File: src/rtl/serial_frame_tx.sv
`default_nettype none
// ============================================================================
// Module      : serial_frame_tx
// Description : Serialises one frame per request onto a single line:
//               start bit (0), 2-bit port (MSB first), LEN_W-bit length
//               (MSB first), then N payload bits (LSB first), then one
//               idle-high "done" bit. All advancement is gated by clkEn.
// Ports       : clk       - system clock, rising edge
//               rst       - asynchronous active-high reset
//               clkEn     - bit-rate enable
//               Start     - frame request (sampled in IDLE only)
//               PortNum   - destination port, captured with Start
//               DataLen   - payload bit count, captured with Start
//               DataIn    - parallel payload, bit 0 sent first
//               SerOut    - serial line, idles high
//               Busy      - high in every state except IDLE
//               DataPhase - high while SerOut carries a payload bit
//               Done      - high during the closing bit of a frame
// Revision    : 1.0 - initial release
// ============================================================================
module serial_frame_tx #(
    parameter int LEN_W = 4
) (
    input  logic                    clk,
    input  logic                    rst,
    input  logic                    clkEn,
    input  logic                    Start,
    input  logic [1:0]              PortNum,
    input  logic [LEN_W-1:0]        DataLen,
    input  logic [(2**LEN_W)-2:0]   DataIn,
    output logic                    SerOut,
    output logic                    Busy,
    output logic                    DataPhase,
    output logic                    Done
);

    localparam int c_DATA_W = (2**LEN_W) - 1;

    localparam logic [2:0] c_S_IDLE  = 3'd0;
    localparam logic [2:0] c_S_START = 3'd1;
    localparam logic [2:0] c_S_PORT  = 3'd2;
    localparam logic [2:0] c_S_LEN   = 3'd3;
    localparam logic [2:0] c_S_DATA  = 3'd4;
    localparam logic [2:0] c_S_DONE  = 3'd5;

    localparam logic [LEN_W-1:0] c_CNT_ONE      = LEN_W'(1);
    localparam logic [LEN_W-1:0] c_CNT_LEN_LAST = LEN_W'(LEN_W - 1);

    logic [2:0]          r_state;
    logic [2:0]          w_state_nxt;
    logic [LEN_W-1:0]    r_cnt;
    logic [LEN_W-1:0]    w_cnt_nxt;
    logic [1:0]          r_port;
    logic [LEN_W-1:0]    r_len;
    logic [c_DATA_W-1:0] r_data;
    logic                w_len_bit;

    // Length field goes out MSB first; the down-counter doubles as bit index.
    assign w_len_bit = |(r_len & (c_CNT_ONE << r_cnt));

    // State, counter and captured-frame registers.
    always_ff @(posedge clk or posedge rst) begin
        if (rst) begin
            r_state <= c_S_IDLE;
            r_cnt   <= '0;
            r_port  <= '0;
            r_len   <= '0;
            r_data  <= '0;
        end else if (clkEn) begin
            r_state <= w_state_nxt;
            r_cnt   <= w_cnt_nxt;
            if ((r_state == c_S_IDLE) && Start) begin
                r_port <= PortNum;
                r_len  <= DataLen;
                r_data <= DataIn;
            end else if (r_state == c_S_DATA) begin
                // Payload leaves from bit 0, so shift right each payload bit.
                r_data <= r_data >> 1;
            end
        end
    end

    // Next-state and counter reload. The counter is loaded with
    // (bits in phase - 1) on entry and the phase ends when it reads 0,
    // so it never decrements past zero.
    always_comb begin
        w_state_nxt = r_state;
        w_cnt_nxt   = r_cnt;
        case (r_state)
            c_S_IDLE: begin
                if (Start) begin
                    w_state_nxt = c_S_START;
                end
            end
            c_S_START: begin
                w_state_nxt = c_S_PORT;
                w_cnt_nxt   = c_CNT_ONE;
            end
            c_S_PORT: begin
                if (r_cnt == '0) begin
                    w_state_nxt = c_S_LEN;
                    w_cnt_nxt   = c_CNT_LEN_LAST;
                end else begin
                    w_cnt_nxt = r_cnt - c_CNT_ONE;
                end
            end
            c_S_LEN: begin
                if (r_cnt == '0) begin
                    if (r_len != '0) begin
                        w_state_nxt = c_S_DATA;
                        w_cnt_nxt   = r_len - c_CNT_ONE;
                    end else begin
                        w_state_nxt = c_S_DONE;
                    end
                end else begin
                    w_cnt_nxt = r_cnt - c_CNT_ONE;
                end
            end
            c_S_DATA: begin
                if (r_cnt == '0) begin
                    w_state_nxt = c_S_DONE;
                end else begin
                    w_cnt_nxt = r_cnt - c_CNT_ONE;
                end
            end
            c_S_DONE: begin
                w_state_nxt = c_S_IDLE;
            end
            default: begin
                w_state_nxt = c_S_IDLE;
                w_cnt_nxt   = '0;
            end
        endcase
    end

    // Moore output decode from registered state only.
    always_comb begin
        SerOut    = 1'b1;
        Busy      = 1'b1;
        DataPhase = 1'b0;
        Done      = 1'b0;
        case (r_state)
            c_S_IDLE:  Busy   = 1'b0;
            c_S_START: SerOut = 1'b0;
            c_S_PORT:  SerOut = r_port[r_cnt[0]];
            c_S_LEN:   SerOut = w_len_bit;
            c_S_DATA: begin
                SerOut    = r_data[0];
                DataPhase = 1'b1;
            end
            c_S_DONE:  Done = 1'b1;
            default:   Busy = 1'b0;
        endcase
    end

endmodule
`default_nettype wire

File: config.mk
export PLATFORM = sky130hd
export DESIGN_NAME = serial_frame_tx
export DESIGN_NICKNAME = d
export VERILOG_FILES = /design/src/rtl/serial_frame_tx.sv
export SDC_FILE = /design/constraint.sdc
export NUM_CORES = 1
export LEC_CHECK = 0
export ABC_CLOCK_PERIOD_IN_PS = 2300
export CAP_MARGIN = 20
export CORE_MARGIN = 3
export CORE_UTILIZATION = 35
export CTS_CLUSTER_SIZE = 16
export DETAILED_ROUTE_END_ITERATION = 7
export GPL_ROUTABILITY_DRIVEN = 0
export PLACE_DENSITY_LB_ADDON = 0.25
export SLEW_MARGIN = 20
export SYNTH_ARGS = -nofsm -noshare
export SYNTH_HDL_FRONTEND = slang
export SYNTH_SLANG_ARGS = --single-unit
File: constraint.sdc
create_clock -name clk -period 2.3 [get_ports clk]
set_input_delay 0.46 -clock clk [delete_from_list [all_inputs] [get_ports clk]]
set_output_delay 0.46 -clock clk [all_outputs]
set_load 0.02 [all_outputs]
**Word level (Yosys, flattened, before mapping)**

Cells that the tools add are included.

- Add/sub/neg operators: 2
- Magnitude comparators: 1
- Equal/unequal tests: 11
- Shifts and indexed selects: 1
- Multiplexer cells: 19
- Bitwise logic cells: 2
- Reduce and logical (&&, ||, !) cells: 12

Operator list:

| cell | count |
|---|---|
| two-way mux 15 bit | 2 |
| one-hot mux 4 bit (5 select lines) | 1 |
| two-way mux 4 bit | 4 |
| one-hot mux 3 bit (5 select lines) | 1 |
| two-way mux 3 bit | 4 |
| != test 2 bit, second input constant | 4 |
| subtractor 4 x 1 -> 4 bit, second input constant | 2 |
| equality test 3 x 2 -> 1 bit, second input constant | 2 |
| equality test 3 bit, second input constant | 2 |
| two-way mux 1 bit | 6 |
| AND reduction 5 bit | 1 |
| OR reduction 5 bit | 1 |
| AND 4 bit | 1 |
| logical NOT 4 bit | 1 |
| one-hot mux 1 bit (4 select lines) | 1 |
| AND reduction 2 bit | 2 |
| AND reduction 4 bit | 1 |
| nonzero test 4 bit | 1 |
| OR reduction 4 bit | 1 |
| left shift 1 x 4 -> 4 bit, first input constant | 1 |
| equality test 3 x 1 -> 1 bit, second input constant | 1 |
| logical NOT 3 bit | 1 |
| != test 3 bit, second input constant | 1 |
| less-than comparator 1 x 2 -> 1 bit, second input constant | 1 |
| other kinds (5) | 5 |

- Bits in registers: 28
- Output and inout bits: 4

**Logic depth before layout (Yosys ltp)**

Gate-level depths: netlist (run 1).

- Depth after elaboration: 4
- Mapped depth: 8

**Least setup slack after synthesis (run 1)**

OpenSTA, ideal clock, no wires.

- Kind: register -> register
- Start point: reg r_cnt[0]
- End point: reg r_cnt[0]
- Data arrival time: 1.913 ns
- Slack: 0.308 ns
- Stages on the path, launching flop included: 9
- Path buffers: 2
- Clock period less this slack: 1.992 ns
- Path through: dfrtp_1 clkbuf_1 inv_1 ha_1 or3b_1 buf_2 a211o_1 nand4b_2 mux2i_1

- Word-level cells in the longest chain between the ends: 3
- Elaborated cells between the ends (all ways): 9

RTL lines:

| item | RTL line | source |
|---|---|---|
| start: declaration | 51 | `logic [LEN_W-1:0] r_cnt;` |
| start signal: assignment | 71 | `r_cnt <= w_cnt_nxt;` |
| subtractor 4 x 1 -> 4 bit / logical NOT 4 bit (equally long branches) | - |  |
| two-way mux 4 bit (tied with other cells) | 120 | `if (r_cnt == '0) begin` |
| one-hot mux 4 bit (5 select lines) / AND reduction 4 bit (equally long branches) | - |  |

Several ways; a longest one is shown, not always the timed one. The select of a mux whose other input is x is not followed.
A chain may end at the register's enable or synchronous reset.

**Worst setup path in the final report (run 1)**

- Start point: reg r_state[1]
- End point: out SerOut

- Word-level cells in the longest chain between the ends: 2
- Elaborated cells between the ends (all ways): 5

RTL lines:

| item | RTL line | source |
|---|---|---|
| start: declaration | 49 | `logic [2:0] r_state;` |
| start signal: assignment | 64 | `r_state <= c_S_IDLE;` |
| start signal: assignment | 70 | `r_state <= w_state_nxt;` |
| equality test 3 bit (tied with other cells) | 142 | `case (r_state)` |
| one-hot mux 1 bit (4 select lines) * | 142 |  |
| end: declaration | 31 | `output logic SerOut,` |

Mark *: on every way between the ends. The rest lies on a longest branch, timed or not.

==> results.toml, run 1 <==
[synthesis]
avgSynthCellArea_sq_um = 9.46
yosys.cell_types.count = 37
yosys.area.top_type = "dfrtp_1"
synthTopCellsByArea = "dfrtp_1, mux2i_1, a21oi_1"
ys_seq_area_share_pct = 42.8
syn_inst = 173
ys_ff_latch = 28
syn_area_sq_mm = 0.00164
netlist.area_leader.share_pct = 42.8
synth.net_count = 200
yosys_warnings = 0

[finish]
final_core_util_pct = 46.4
drive_above_1_share_pct = 14.6
seq_area_sq_um = 702
area_delta_synth_final_pct = 26.0
fin_nets = 227
diodes = 0
multi_input_area_sq_um = 853
n_fill_cell = 436

[timing]
max_freq_mhz = 452
final.setup.tns_ns = 0
slew_headroom_pct = 67.2
rsz0062_at_grt = "no"
min_period_over_period_pct = 96.1
worstMarginPinSlew_ns = 0.490
finalHoldViolations = 0
min_period_ns = 2.21
setup_viol = 0
drv_slew = 0
fin_worst_skew_ns = 0.00153

[grt]
grtUsageMet1_pct = 20.7
grt_pass1_vias = 1427
grt_use_met2_pct = 24.8
grt_busiest_layer = "met2"
track_usage_pct = 15.6
antenna_found_initial = 0
grt_max_degree = 30
grt-ovfl-total = 0
grt_pass1_wl_mm = 6.73
grtUsageMet3_pct = 3.65

[drt]
wirelength_mm = 3.82
final_antenna_net_count = 0
first_iter_violations = 192
drc = 0
wire_per_inst_um = 15.2
vias = 1390
dr.pass1.iters = 4
viasPerCell = 5.54

[cts]
cts-hold-fix-buffers = 0
cts_tree = "built"
clock_latency_ns = 0.28
clock_path_buffers = 2
cts_buffers = 3
cts_sinks = 28
root_buffer = "clkbuf_8"
clkTransAtPathRegs_ns = 0.10
postCtsSetupBuffers = 0
htree_levels = 1

[setup_path]
path_buf_inv = 1
crit_slowest_cell = "or3b_2"
cp_max_fo = 4
critPathLaunchType = "register"
required_ns = 1.84
critPathTopFamily = "simple AND/OR/NAND/NOR gates"
crit_path_end_kind = "primary output"
crit_type = "register to primary output"
arrival_ns = 1.75
cp_cell_sequence = "or3b_2 -> o22ai_1 -> nand2_1 -> dlygate4sd2_1"
startpoint = "r_state[1]"
critPathMaxStageDelay_ns = 0.52
r2r-start = "r_cnt[0]"

[outcome]
status = "complete, no violations"

[pwr]
p_leak_nw = 0.861
peakVddDrop_mv = 0.536
powerDensity_mw_per_mm2 = 1280

[flow_run]
cap_violations = 0

[die]
coreArea_sq_mm = 0.00444
ioPinCount = 29
row_count = 24
die_h_um = 74.4
dieArea_sq_mm = 0.00553
die_w_um = 74.4
start_util_pct = 36.8

[placement]
hpwl_mm = 2.73
io_buffers = 28

[hold_path]
hp-start = "r_port[0]"
hp-class = "register to register"
## layout by cell type, fill, tap and decap left out, drive strengths merged, types with 3 or more instances in the layout
master	netlist	routed
a21oi	21	21
buf	6	8
clkbuf	8	3
clkdlybuf4s50	0	25
dfrtp	28	28
inv	8	8
mux2	7	7
mux2i	17	17
nand2	8	8
nand2b	3	3
nand4	3	3
nor2	18	18
nor3	5	5
o21ai	8	8
o22ai	4	4
or3b	3	3
## layout make-up
type                            instances  share of cell area, %
Timing Repair Buffer                   36                   16.5
Multi-Input combinational cell        123                   41.4
Sequential cell                        28                   34.0
Clock inverter                          1                   1.46
Tap cell                               52                   3.16
Clock buffer                            3                   2.00
Inverter                                8                   1.46
## stage by stage
step	hold slack [ns]	total power, mW	cells	area [sq um]	setup slack (ns)
after floorplan	0.479	1.86	173	1640	0.308
after CTS	0.535	2.64	251	2060	0.0171
after global routing	0.549	2.85	251	2060	0.0215
after detailed placement	0.511	2.24	247	1990	0.137
after global placement	0.504	2.18	247	1990	0.190
final	0.531	2.63	251	2060	0.0889
## power breakdown
part | internal (mW) | switching (mW)
Clock | 0.233 | 0.162
Combinational | 0.614 | 0.696
Sequential | 0.729 | 0.195
## worst reg2reg max path, delay by kind of cell (launching register included)
kind	cells	cell delay, ns
simple gates	2	0.64
compound gates	1	0.35
fa+ha+maj	1	0.29
buf+inv	1	0.10
mux	1	0.24
flops	1	0.47
## final timing paths
path | end | slack (ns) | depth (start not counted)
max | SerOut | 0.09 | 4
min | r_port[0] | 0.53 | 1
max reg2reg | r_cnt[0] | 0.12 | 6
min reg2reg | r_port[0] | 0.53 | 1
max in group asynchronous | r_cnt[0] | 1.48 | 3
min in group asynchronous | r_data[12] | 0.54 | 3
## timing repair
item	CTS	global route
endpoints found under the setup margin	2	1
cloned	0	0
resized for setup	3	1
## metal layers
metal	vias to the layer above	routed length, um
met5	-	0
met4	0	57
met3	6	206
met2	53	1910
met1	661	1650
li1	670	-
## synth_stat cells (all sizes together)
cell / n
nand3: 2
nand4: 3
nor4b: 1
mux2i: 17
xor2: 2
a21oi: 21
nand4b: 1
a31oi: 2
o2bb2ai: 2
ha: 2
o211ai: 1
o21ai: 8
o22ai: 4
mux2: 7
a32oi: 1
a31o: 2
nor2b: 2
nor2: 18
clkbuf: 8
mux4: 1
nand2: 8
nor3: 5
a211o: 1
and4: 1
a22oi: 1
nor3b: 2
nand2b: 3
inv: 8
dfrtp: 28
o21a: 1
a41oi: 1
buf: 6
or3b: 3
## cell families after synthesis
group / synth area share [%]
and+or+nand+nor: 16.0
AOI/OAI and AO/OA: 16.3
adders and majority gates: 1.53
DFF: 42.8
buffers and inverters: 5.73
xor gates and xnor gates: 1.07
muxes: 16.6
## sequential cells by signal, indices dropped and copies added, names as in the netlist
register  flops
r_data       15
r_cnt         4
r_len         4
r_state       3
r_port        2
Note: power is estimated with default switching activity, not from simulation.
==> run 2, diff against run 1 <==
--- a/config.mk
+++ b/config.mk
@@ -5,7 +5,6 @@
 export SDC_FILE = /design/constraint.sdc
 export NUM_CORES = 1
 export LEC_CHECK = 0
-export ABC_CLOCK_PERIOD_IN_PS = 2300
 export CAP_MARGIN = 20
 export CORE_MARGIN = 3
 export CORE_UTILIZATION = 35
==> results of run 2 <==
Same layout as run 1: the final DEF is identical, and so are final timing and power.
==> run 3, diff against run 2 <==
--- a/config.mk
+++ b/config.mk
@@ -6,12 +6,12 @@
 export NUM_CORES = 1
 export LEC_CHECK = 0
 export CAP_MARGIN = 20
-export CORE_MARGIN = 3
+export CORE_MARGIN = 2
 export CORE_UTILIZATION = 35
 export CTS_CLUSTER_SIZE = 16
 export DETAILED_ROUTE_END_ITERATION = 7
 export GPL_ROUTABILITY_DRIVEN = 0
-export PLACE_DENSITY_LB_ADDON = 0.25
+export PLACE_DENSITY_LB_ADDON = 0.05
 export SLEW_MARGIN = 20
 export SYNTH_ARGS = -nofsm -noshare
 export SYNTH_HDL_FRONTEND = slang
==> results.toml, run 3 (synthesized netlist as in run 1, its figures left out) <==
[outcome]
status = "complete, no violations"

[drt]
first_iter_violations = 86
dr.pass1.iters = 4
viasPerCell = 5.27
final_antenna_net_count = 0
wirelength_mm = 3.74
wire_per_inst_um = 14.7
drc = 0
vias = 1344

[finish]
n_fill_cell = 443
final_cell_area_sq_mm = 0.00209
reg_top3 = "r_data: 15 flops, r_cnt: 4 flops, r_len: 4 flops"
area_delta_synth_final_pct = 27.8
mostFrequentLayoutCell = "dfrtp_1"
drive_above_1_share_pct = 16.3
final_core_util_pct = 47.1
largest_register_ffs = 15
most-common-layout-cells = "dfrtp_1, clkdlybuf4s50_1, a21oi_1"
diodes = 0
finalNonFillerCells = 255
regMostFlops = "r_data"
fin_nets = 231

[setup_path]
crit_type = "register to primary output"
required_ns = 1.84
arrival_ns = 1.75
critPathLaunchType = "register"
crit_path_end_kind = "primary output"
cp_max_fo = 4

[timing]
fin_worst_skew_ns = 0.00423
final.setup.tns_ns = 0
worstMarginPinSlew_ns = 0.466
finalHoldViolations = 0
drv_slew = 0
rsz0062_at_grt = "no"
setup_viol = 0
max_freq_mhz = 453
slew_headroom_pct = 68.9
min_period_ns = 2.21
min_period_over_period_pct = 96.0

[pwr]
powerDensity_mw_per_mm2 = 1280
p_leak_nw = 0.881
peakVddDrop_mv = 0.451

[grt]
grt-ovfl-total = 0
antenna_found_initial = 0
track_usage_pct = 15.6
grt_pass1_vias = 1353
grt_max_degree = 30
grt_pass1_wl_mm = 6.51

[placement]
placed_area_sq_mm = 0.00202
place_inst = 251
hpwl_mm = 2.64
io_buffers = 28

[die]
ioPinCount = 29
die_h_um = 72.4
coreArea_sq_mm = 0.00444
die_w_um = 72.4
dieArea_sq_mm = 0.00524
start_util_pct = 36.8
row_count = 24

[cts]
clkTransAtPathRegs_ns = 0.10
cts-hold-fix-buffers = 0
cts_buffers = 3
clock_path_buffers = 2
htree_levels = 1
cts_sinks = 28
cts_tree = "built"
root_buffer = "clkbuf_8"
clock_latency_ns = 0.28

[hold_path]
hp-class = "register to register"

[flow_run]
cap_violations = 0
## run 3: changes by cell type in the layout (fill, tap and decap cells not counted)
cell,before,now
buf_4,8,12
## run 3: timing repair
item / 4_1_cts / 5_1_grt
endpoints found under the setup margin: 2 / 1
buffers inserted: 0 / 0
resized for setup: 3 / 1
## run 3: cell type report
type	instances	area [sq um]	share of cell area [%]
Timing Repair Buffer	40	370	17.7
Inverter	8	30.0	1.44
Multi-Input combinational cell	123	853	40.8
Clock inverter	1	30.0	1.44
Tap cell	52	65.1	3.11
Clock buffer	3	41.3	1.97
Sequential cell	28	702	33.6
## run 3: stage by stage
stage               setup slack [ns]  hold WS (ns)  total power, mW
finish                        0.0931         0.521             2.67
global route                  0.0119         0.544             2.89
CTS                           0.0302         0.529             2.69
detailed placement             0.111         0.505             2.29
global placement               0.182         0.503             2.26
floorplan                      0.308         0.479             1.86
## run 3: final timing paths
check / from / end / slack [ns] / cells after the start
worst max register to register: r_cnt[0] / r_cnt[0] / 0.30 / 6
worst min-delay path: r_port[1] / r_port[1] / 0.52 / 1
worst min register to register: r_port[1] / r_port[1] / 0.52 / 1
worst max-delay path: r_state[1] / SerOut / 0.09 / 4
max in group asynchronous: rst / r_cnt[0] / 1.47 / 3
min in group asynchronous: rst / r_data[3] / 0.54 / 3
## run 3: where the power goes
part           total (mW)  internal, mW  switching, mW
clock               0.394         0.233          0.161
combinational        1.37         0.658          0.709
sequential          0.908         0.729          0.179
## run 3: routing by layer
metal | global-route usage [%] | vias up | routed length (um)
met2 | 23.1 | 36 | 1600
met5 | 0 | - | 0
met1 | 24.0 | 620 | 1970
met3 | 2.50 | 6 | 140
met4 | 3.09 | 0 | 27
li1 | - | 682 | -
## run 3: worst max-delay path, stage by stage, from the launching register on
cell and delay (ns):
dfrtp_1 0.38, or3b_2 0.53, o22ai_1 0.17, nand2_1 0.07
dlygate4sd2_1 0.32
